File: src/rtl/ecore_mem_arbiter.sv
// ecore_mem_arbiter
//   Shares one single-ported, synchronous-read 32-bit RAM between the
//   instruction fetch port (read-only) and the load/store port. At most one
//   access is granted per cycle and each 1-cycle-latency read response is
//   routed back to the requester that issued it.
//
//   Arbitration:
//     default                  data has priority over fetch, but fetch wins
//                              once data has been granted MAX_STALL times in a
//                              row while fetch was waiting.
//     ECORE_ARB_RR_EN defined  fair round-robin; on contention the side not
//                              granted last wins.
//
// Ports
//   i_clk, i_rst                  clock, synchronous active-high reset
//   i_if_req/i_if_addr            fetch request (held until o_if_gnt)
//   o_if_gnt                      fetch accepted this cycle (combinational)
//   o_if_rvalid/o_if_rdata        fetch read response
//   i_d_req/addr/we/be/wdata      data request (held until o_d_gnt)
//   o_d_gnt                       data accepted this cycle (combinational)
//   o_d_rvalid/o_d_rdata          load read response (none for stores)
//   o_mem_addr/en/we/be/wdata     RAM command
//   i_mem_rdata                   RAM read data, one cycle after a read
module ecore_mem_arbiter #(
  parameter int unsigned AW        = 30,
  parameter int unsigned MAX_STALL = 4
) (
  input  logic          i_clk,
  input  logic          i_rst,
  input  logic          i_if_req,
  input  logic [AW-1:0] i_if_addr,
  output logic          o_if_gnt,
  output logic          o_if_rvalid,
  output logic [31:0]   o_if_rdata,
  input  logic          i_d_req,
  input  logic [AW-1:0] i_d_addr,
  input  logic          i_d_we,
  input  logic [3:0]    i_d_be,
  input  logic [31:0]   i_d_wdata,
  output logic          o_d_gnt,
  output logic          o_d_rvalid,
  output logic [31:0]   o_d_rdata,
  output logic [AW-1:0] o_mem_addr,
  output logic          o_mem_en,
  output logic          o_mem_we,
  output logic [3:0]    o_mem_be,
  output logic [31:0]   o_mem_wdata,
  input  logic [31:0]   i_mem_rdata
);

  typedef enum logic {SideD, SideIf} side_e;

  side_e       owner_q, owner_d;
  logic        rd_pend_q, rd_pend_d;
  logic [31:0] if_rdata_q, d_rdata_q;
  logic        if_win;

`ifdef ECORE_ARB_RR_EN
  side_e rr_last_q, rr_last_d;

  assign if_win = (rr_last_q == SideD);

  always_comb begin
    rr_last_d = rr_last_q;
    if (o_if_gnt) begin
      rr_last_d = SideIf;
    end else if (o_d_gnt) begin
      rr_last_d = SideD;
    end
  end

  always_ff @(posedge i_clk) begin
    if (i_rst) begin
      rr_last_q <= SideD;
    end else begin
      rr_last_q <= rr_last_d;
    end
  end
`else
  logic [3:0] stall_cnt_q, stall_cnt_d;

  assign if_win = (stall_cnt_q == 4'(MAX_STALL));

  // Counts consecutive data grants taken while fetch was waiting.
  always_comb begin
    stall_cnt_d = stall_cnt_q;
    if (!i_if_req || o_if_gnt) begin
      stall_cnt_d = 4'd0;
    end else if (o_d_gnt && (stall_cnt_q < 4'(MAX_STALL))) begin
      stall_cnt_d = stall_cnt_q + 4'd1;
    end
  end

  always_ff @(posedge i_clk) begin
    if (i_rst) begin
      stall_cnt_q <= 4'd0;
    end else begin
      stall_cnt_q <= stall_cnt_d;
    end
  end
`endif

  // Grants are suppressed while reset is asserted.
  assign o_if_gnt = i_if_req & (~i_d_req | if_win) & ~i_rst;
  assign o_d_gnt  = i_d_req & ~o_if_gnt & ~i_rst;

  always_comb begin
    o_mem_en    = 1'b0;
    o_mem_we    = 1'b0;
    o_mem_addr  = '0;
    o_mem_be    = 4'b0000;
    o_mem_wdata = 32'd0;
    if (o_if_gnt) begin
      o_mem_en   = 1'b1;
      o_mem_addr = i_if_addr;
      o_mem_be   = 4'b1111;
    end else if (o_d_gnt) begin
      o_mem_en   = 1'b1;
      o_mem_addr = i_d_addr;
      o_mem_we   = i_d_we;
      o_mem_be   = i_d_we ? i_d_be : 4'b1111;
      o_mem_wdata = i_d_we ? i_d_wdata : 32'd0;
    end
  end

  always_comb begin
    rd_pend_d = o_if_gnt | (o_d_gnt & ~i_d_we);
    owner_d   = o_if_gnt ? SideIf : SideD;
  end

  // Masking with i_rst drops a read that was in flight when reset arrived.
  assign o_if_rvalid = rd_pend_q & (owner_q == SideIf) & ~i_rst;
  assign o_d_rvalid  = rd_pend_q & (owner_q == SideD) & ~i_rst;

  // RAM data arrives in the response cycle, so pass it straight through and
  // keep a copy for the cycles in between.
  assign o_if_rdata = o_if_rvalid ? i_mem_rdata : if_rdata_q;
  assign o_d_rdata  = o_d_rvalid ? i_mem_rdata : d_rdata_q;

  always_ff @(posedge i_clk) begin
    if (i_rst) begin
      rd_pend_q  <= 1'b0;
      owner_q    <= SideD;
      if_rdata_q <= 32'd0;
      d_rdata_q  <= 32'd0;
    end else begin
      rd_pend_q <= rd_pend_d;
      owner_q   <= owner_d;
      if (o_if_rvalid) begin
        if_rdata_q <= i_mem_rdata;
      end
      if (o_d_rvalid) begin
        d_rdata_q <= i_mem_rdata;
      end
    end
  end

endmodule

File: config.mk
export PLATFORM = sky130hd
export DESIGN_NAME = ecore_mem_arbiter
export DESIGN_NICKNAME = d
export VERILOG_FILES = /design/src/rtl/ecore_mem_arbiter.sv
export SDC_FILE = /design/constraint.sdc
export NUM_CORES = 1
export LEC_CHECK = 0
export BUFFER_PORTS_ARGS = -buffer_cell sky130_fd_sc_hd__buf_2
export CAP_MARGIN = 20
export CORE_AREA = 5 5 101 103
export DETAILED_ROUTE_END_ITERATION = 16
export DIE_AREA = 0 0 106 108
export PLACE_DENSITY = 0.87
export SETUP_SLACK_MARGIN = 0.15
export SLEW_MARGIN = 20
export SYNTH_ARGS = -nofsm -noshare
export SYNTH_HDL_FRONTEND = slang
export SYNTH_SLANG_ARGS = --single-unit
File: constraint.sdc
create_clock -name i_clk -period 4.3 [get_ports i_clk]
set_clock_uncertainty 0.1 [all_clocks]
set_input_delay 1.29 -clock i_clk [delete_from_list [all_inputs] [get_ports i_clk]]
set_output_delay 1.29 -clock i_clk [all_outputs]
set_load 0.1 [all_outputs]
==> results.py, run 1 <==
metrics = {
    "sta": {
        "tightest_slew_ns": 0.572,
        "period_share_pct": 94.3,
        "drv_slew": 0,
        "slew_headroom_pct": 61.3,
        "setup_tns_ns": 0,
        "period_needed_ns": 4.06,
        "setup_viol": 0,
        "hold_ws_ns": 0.461,
        "fmax_mhz": 247,
        "grt_setup_unrepaired": "no",
        "hold_viol": 0,
    },
    "drt": {
        "drtIter0Drc": 119,
        "num_vias": 3500,
        "antenna_left": 0,
        "wl_met3_um": 975,
        "wl_met1_um": 4400,
        "totalWireLength_um": 13700,
        "first_pass_iters": 4,
        "wl_met2_um": 7800,
        "drcViolationCount": 0,
        "top_layer_used": "met4",
        "avgViaCountPerCell": 5.01,
        "wl_per_cell_um": 19.6,
    },
    "synthesis": {
        "synth_edf_count": 0,
        "synth_most_common_cell": "dfxtp_1",
        "synthFlopType": "dfxtp_1",
        "synth_area_mm2": 0.00339,
        "synth_cell_type_count": 27,
        "synth_top_area_share_pct": 41.3,
        "synth_fp_nets": 458,
        "syn_avg_cell_area_um2": 10.5,
        "synth_area_leader_cell": "dfxtp_1",
        "yosysSeqAreaShare_pct": 41.3,
        "yosys_warnings": 0,
        "syn_inst": 323,
        "yosys-top-cells-count": "70 x dfxtp_1, 65 x nor2b_1, 59 x mux2_2",
        "synth-seq-cells": 70,
        "synth_area_leaders": "dfxtp_1 41%, mux2_2 20%, nor2b_1 12%, a22o_1 7.7%, and3_1 5.9%",
        "ys_async_sr_fraction_pct": 0,
    },
    "clocking": {
        "ctsHtreeMaxLevel": 3,
        "cts-root-buf": "clkbuf_8",
        "clk_path_buf_depth": 2,
        "post_cts_buffers": 0,
        "insertion_delay_ns": 0.33,
        "post_cts_resize_count": 0,
        "cts.reportedPaths.clkPinSlew_ns": 0.07,
        "cts_tree": "built",
        "cts_made_buffers": 9,
        "cts_sinks": 70,
        "hold_buffers": 0,
    },
    "min_path": {
        "hold_path.class": "register to register",
        "holdCritStartpoint": "stall_cnt_q[1]",
        "hold-path-cell-count": 2,
    },
    "power": {
        "max-vdd-ir-drop_v": 0.000170,
        "power.leakage_nw": 3.27,
        "power_per_cell_area_mw_per_mm2": 304,
        "fin_total_pwr_mw": 2.05,
    },
    "placement": {
        "hpwl_um": 11600,
        "numPortBuffers": 268,
        "dp_cells": 683,
        "gp_congestion": 0.896,
    },
    "final_layout": {
        "final_nets": 718,
        "fill_cells": 613,
        "stdcell_count": 699,
        "drive_gt1_share_pct": 71.3,
        "area_growth_pct": 98.7,
        "diodes": 0,
    },
    "die": {
        "dieArea_mm2": 0.0114,
        "die_h_um": 108,
        "num_io_pins": 269,
        "fp-row-count": 35,
        "core_area_mm2": 0.00911,
        "initial_utilization_pct": 37.3,
        "die_width_um": 106,
    },
    "grt": {
        "grt_pass1_wl_um": 20600,
        "grt_pass1_vias": 3818,
        "gr-total-overflow": 0,
        "grtUsageTotal_pct": 23.2,
        "grt_start_max_net_pins": 65,
        "antenna_found_initial": 0,
    },
    "outcome": {
        "status": "finished clean",
    },
    "critical_path": {
        "r2r_cells": 4,
        "path_max_fanout": 64,
        "crit_path_start": "i_rst",
        "worstPathArrival_ns": 2.67,
        "end_kind": "output pin",
        "required_ns": 2.91,
        "path_class": "primary input to output pin",
        "start_kind": "primary input",
        "r2r-start": "rd_pend_q",
    },
    "run": {
        "maxCapViolCount": 0,
    },
}
[report_power, final]
group	switching (mW)	internal, mW
registers	0.00464	0.662
clock network	0.243	0.328
logic	0.522	0.291
[final cells by class]
cell class	instances	area (um^2)	area share (%)
multi-input combinational	222	2000	29.6
clock buffer	9	124	1.84
inverter	4	15.0	0.223
tap	111	139	2.06
timing repair buffer	276	2970	44.0
clock inverter	7	98.8	1.47
sequential	70	1400	20.8
[state kept, by name, summed over array words and instances, names as in the netlist]
signal       count
d_rdata_q       32
if_rdata_q      32
stall_cnt_q      4
owner_q          1
rd_pend_q        1
[metrics by stage]
step	worst slack [ns]	instance area, um^2	utilization [%]
after global placement	0.329	6520	71.6
after floorplan	0.223	3540	-
after CTS	0.254	6740	74.0
after detailed placement	0.262	6520	71.6
after global routing	0.190	6740	74.0
final	0.244	6740	74.0
[metal layers]
| layer | track usage, % | vias up |
|---|---|---|
| met4 | 9.25 | 0 |
| met3 | 7.16 | 33 |
| met5 | 0 | - |
| li1 | - | 1649 |
| met1 | 21.1 | 1648 |
| met2 | 47.1 | 170 |
[critical path, cell delays in order]
cell,delay (ns)
buf_2,0.15
nand2b_1,0.21
a41oi_4,0.23
buf_12,0.28
and3_2,0.28
buf_12,0.18
[placed cells by master (no fill, tap or decap)]
| cell type | synthesis | routed |
|---|---|---|
| a22o_4 | 0 | 8 |
| clkinv_2 | 0 | 1 |
| buf_4 | 0 | 5 |
| o21bai_1 | 1 | 1 |
| bufinv_16 | 0 | 2 |
| nor2_1 | 6 | 5 |
| mux2i_1 | 1 | 1 |
| clkbuf_8 | 0 | 9 |
| nor4b_1 | 1 | 1 |
| a41oi_4 | 0 | 1 |
| a21oi_1 | 1 | 1 |
| a21o_2 | 0 | 4 |
| nand3_1 | 1 | 1 |
| dfxtp_1 | 70 | 70 |
| xnor2_1 | 1 | 1 |
| nor3b_4 | 1 | 1 |
| nand2b_1 | 6 | 6 |
| nand3b_4 | 1 | 1 |
| nor2b_1 | 65 | 65 |
| a22o_2 | 0 | 22 |
| a31oi_1 | 1 | 1 |
| clkinvlp_4 | 0 | 1 |
| buf_12 | 0 | 105 |
| ha_1 | 2 | 2 |
| buf_2 | 9 | 166 |
| mux2_2 | 59 | 59 |
| nand3b_1 | 1 | 1 |
| clkinv_4 | 0 | 3 |
| and3_2 | 0 | 28 |
| and3_1 | 32 | 4 |
| a21oi_4 | 0 | 1 |
| and2_4 | 0 | 1 |
| nor2_2 | 0 | 1 |
| mux2_1 | 5 | 5 |
| inv_1 | 4 | 4 |
[cell families (layout without fill, tap and decap cells)]
logic type      count (synthesis)  count (layout)  synth area share (%)
buf+inv                        31             296                  4.65
fa+ha+maj                       2               2                 0.737
compound gates                 39              39                  9.92
xor+xnor                        1               1                 0.258
flops                          70              70                  41.3
simple gates                  115             115                  21.6
mux                            65              65                  21.5
[path summary, 6_finish.rpt]
| path | endpoint | slack, ns |
|---|---|---|
| setup / recovery | o_mem_wdata[18] | 0.24 |
| hold / removal | stall_cnt_q[1] | 0.46 |
| setup reg to reg | d_rdata_q[30] | 2.62 |
| hold reg to reg | stall_cnt_q[1] | 0.46 |
Power figures use the tool's default switching activity.
==> run 2, diff against run 1 <==
Settings changed: PLACE_DENSITY 0.87 to 0.77.
==> run 2 against run 1 <==
Against the previous run:
- core utilization shrank 0.15 points
- worst hold slack worse by 0.011 ns
- design area decreased by 0.20%
- combinational power barely moved
- register-to-register slack lost 0.15 ns
- via count is 1.9% lower
- setup slack got worse by 0.069 ns
- first-iteration DRC count down 18%
- global-route usage is 0.71 points lower
==> results.py, run 2 (same netlist as run 1, synthesis figures left out) <==
metrics = {
    "power": {
        "power.leakage_nw": 3.28,
        "p_seq_share_pct": 33.4,
        "p_clk_share_pct": 26.0,
        "p_int_mw": 1.22,
        "max-vdd-ir-drop_v": 0.000138,
        "p_sw_mw": 0.778,
        "power_per_cell_area_mw_per_mm2": 297,
        "combPwrFrac_pct": 40.6,
        "swShare_pct": 38.9,
    },
    "sta": {
        "setup_viol": 0,
        "timing.final.ws_setup_ns": 0.174,
        "hold_viol": 0,
        "setup_tns_ns": 0,
        "tightest_slew_ns": 0.534,
        "period_needed_ns": 4.13,
        "slew_headroom_pct": 63.9,
        "grt_setup_unrepaired": "yes",
        "period_share_pct": 95.9,
        "drv_slew": 0,
        "fmax_mhz": 242,
    },
    "critical_path": {
        "path_max_fanout": 36,
        "end_kind": "output pin",
        "path_class": "primary input to output pin",
        "worstPathArrival_ns": 2.74,
        "crit_path_start": "i_rst",
        "required_ns": 2.91,
        "r2r-start": "rd_pend_q",
        "start_kind": "primary input",
    },
    "final_layout": {
        "final_common_cell": "buf_2",
        "diodes": 0,
        "drive_gt1_share_pct": 71.3,
        "fill_cells": 614,
        "fin_area_mm2": 0.00673,
        "final_nets": 718,
        "top_regs": "d_rdata_q (32), if_rdata_q (32), stall_cnt_q (4)",
        "area_growth_pct": 98.3,
        "layout.cells.most_common_list": "166 x buf_2, 105 x buf_12, 70 x dfxtp_1",
    },
    "drt": {
        "wl_met2_um": 7250,
        "wl_met1_um": 4650,
        "totalWireLength_um": 13400,
        "antenna_left": 0,
        "top_layer_used": "met4",
        "drtIter0Drc": 97,
        "drcViolationCount": 0,
        "wl_per_cell_um": 19.2,
        "first_pass_iters": 4,
        "avgViaCountPerCell": 4.91,
        "num_vias": 3434,
        "wl_met3_um": 1090,
    },
    "die": {
        "die_h_um": 108,
        "fp-row-count": 35,
        "num_io_pins": 269,
        "dieArea_mm2": 0.0114,
        "die_width_um": 106,
        "initial_utilization_pct": 37.3,
        "core_area_mm2": 0.00911,
    },
    "clocking": {
        "cts-root-buf": "clkbuf_8",
        "insertion_delay_ns": 0.33,
        "hold_buffers": 0,
        "ctsHtreeMaxLevel": 3,
        "cts_sinks": 70,
        "clk_path_buf_depth": 2,
        "cts_tree": "built",
        "cts.reportedPaths.clkPinSlew_ns": 0.07,
        "cts_made_buffers": 9,
        "post_cts_buffers": 0,
        "post_cts_resize_count": 0,
    },
    "run": {
        "maxCapViolCount": 0,
    },
    "grt": {
        "grt_start_max_net_pins": 54,
        "grt_pass1_vias": 3698,
        "gr-total-overflow": 0,
        "antenna_found_initial": 0,
        "grtUsageTotal_pct": 22.5,
        "grt_pass1_wl_um": 19800,
    },
    "min_path": {
        "holdCritStartpoint": "stall_cnt_q[1]",
        "hold_path.class": "register to register",
    },
    "placement": {
        "pre_cts_ws_ns": 0.192,
        "gp_congestion": 0.865,
        "numPortBuffers": 268,
        "post_dp_cell_area_mm2": 0.00651,
        "hpwl_um": 11200,
    },
    "outcome": {
        "status": "finished clean",
    },
}
## run 2: final cells by class
| type | instances | area, um^2 | area share (%) |
|---|---|---|---|
| inverters | 4 | 15.0 | 0.223 |
| well taps | 111 | 139 | 2.06 |
| clock buffers | 9 | 124 | 1.84 |
| repair buffers | 275 | 2960 | 44.0 |
| clock inverters | 7 | 72.6 | 1.08 |
| multi-input cells | 223 | 2020 | 29.9 |
| flip-flops and latches | 70 | 1400 | 20.8 |
## run 2: worst max-delay path, stage by stage
cell and delay (ns):
buf_2 0.16, buf_4 0.31, nand2b_1 0.24, a21oi_4 0.06
buf_12 0.18, a22o_2 0.30, buf_12 0.17
## run 2: final timing paths
| path | end | slack, ns | depth (start not counted) |
|---|---|---|---|
| max | o_mem_addr[0] | 0.17 | 7 |
| min | stall_cnt_q[1] | 0.45 | 2 |
| max reg2reg | d_rdata_q[8] | 2.47 | 4 |
| min reg2reg | stall_cnt_q[1] | 0.45 | 2 |
## run 2: through the flow
stage                     hold slack, ns  total power, mW  util, %  std cells
final                              0.450             2.00     73.9        699
after global placement             0.406             1.49     71.5        682
after floorplan                    0.374             1.18        -        323
after detailed placement           0.438             1.50     71.5        682
after CTS                          0.451             2.02     73.7        698
after global routing               0.485             2.07     73.9        699
## run 2: routing by layer
metal  track usage [%]  vias to the layer above
met5                 0                        -
met4              8.97                        0
met3              8.00                       26
met2              42.4                      163
met1              22.5                     1587
li1                  -                     1658
## run 2: power groups by stage
stage	sequential (mW)	combinational (mW)	clock, mW
2_1_floorplan	0.680	0.499	0
4_1_cts	0.666	0.817	0.539
3_3_place_gp	0.680	0.805	0
6_report	0.667	0.813	0.520
5_1_grt	0.669	0.836	0.564
3_5_place_dp	0.681	0.816	0
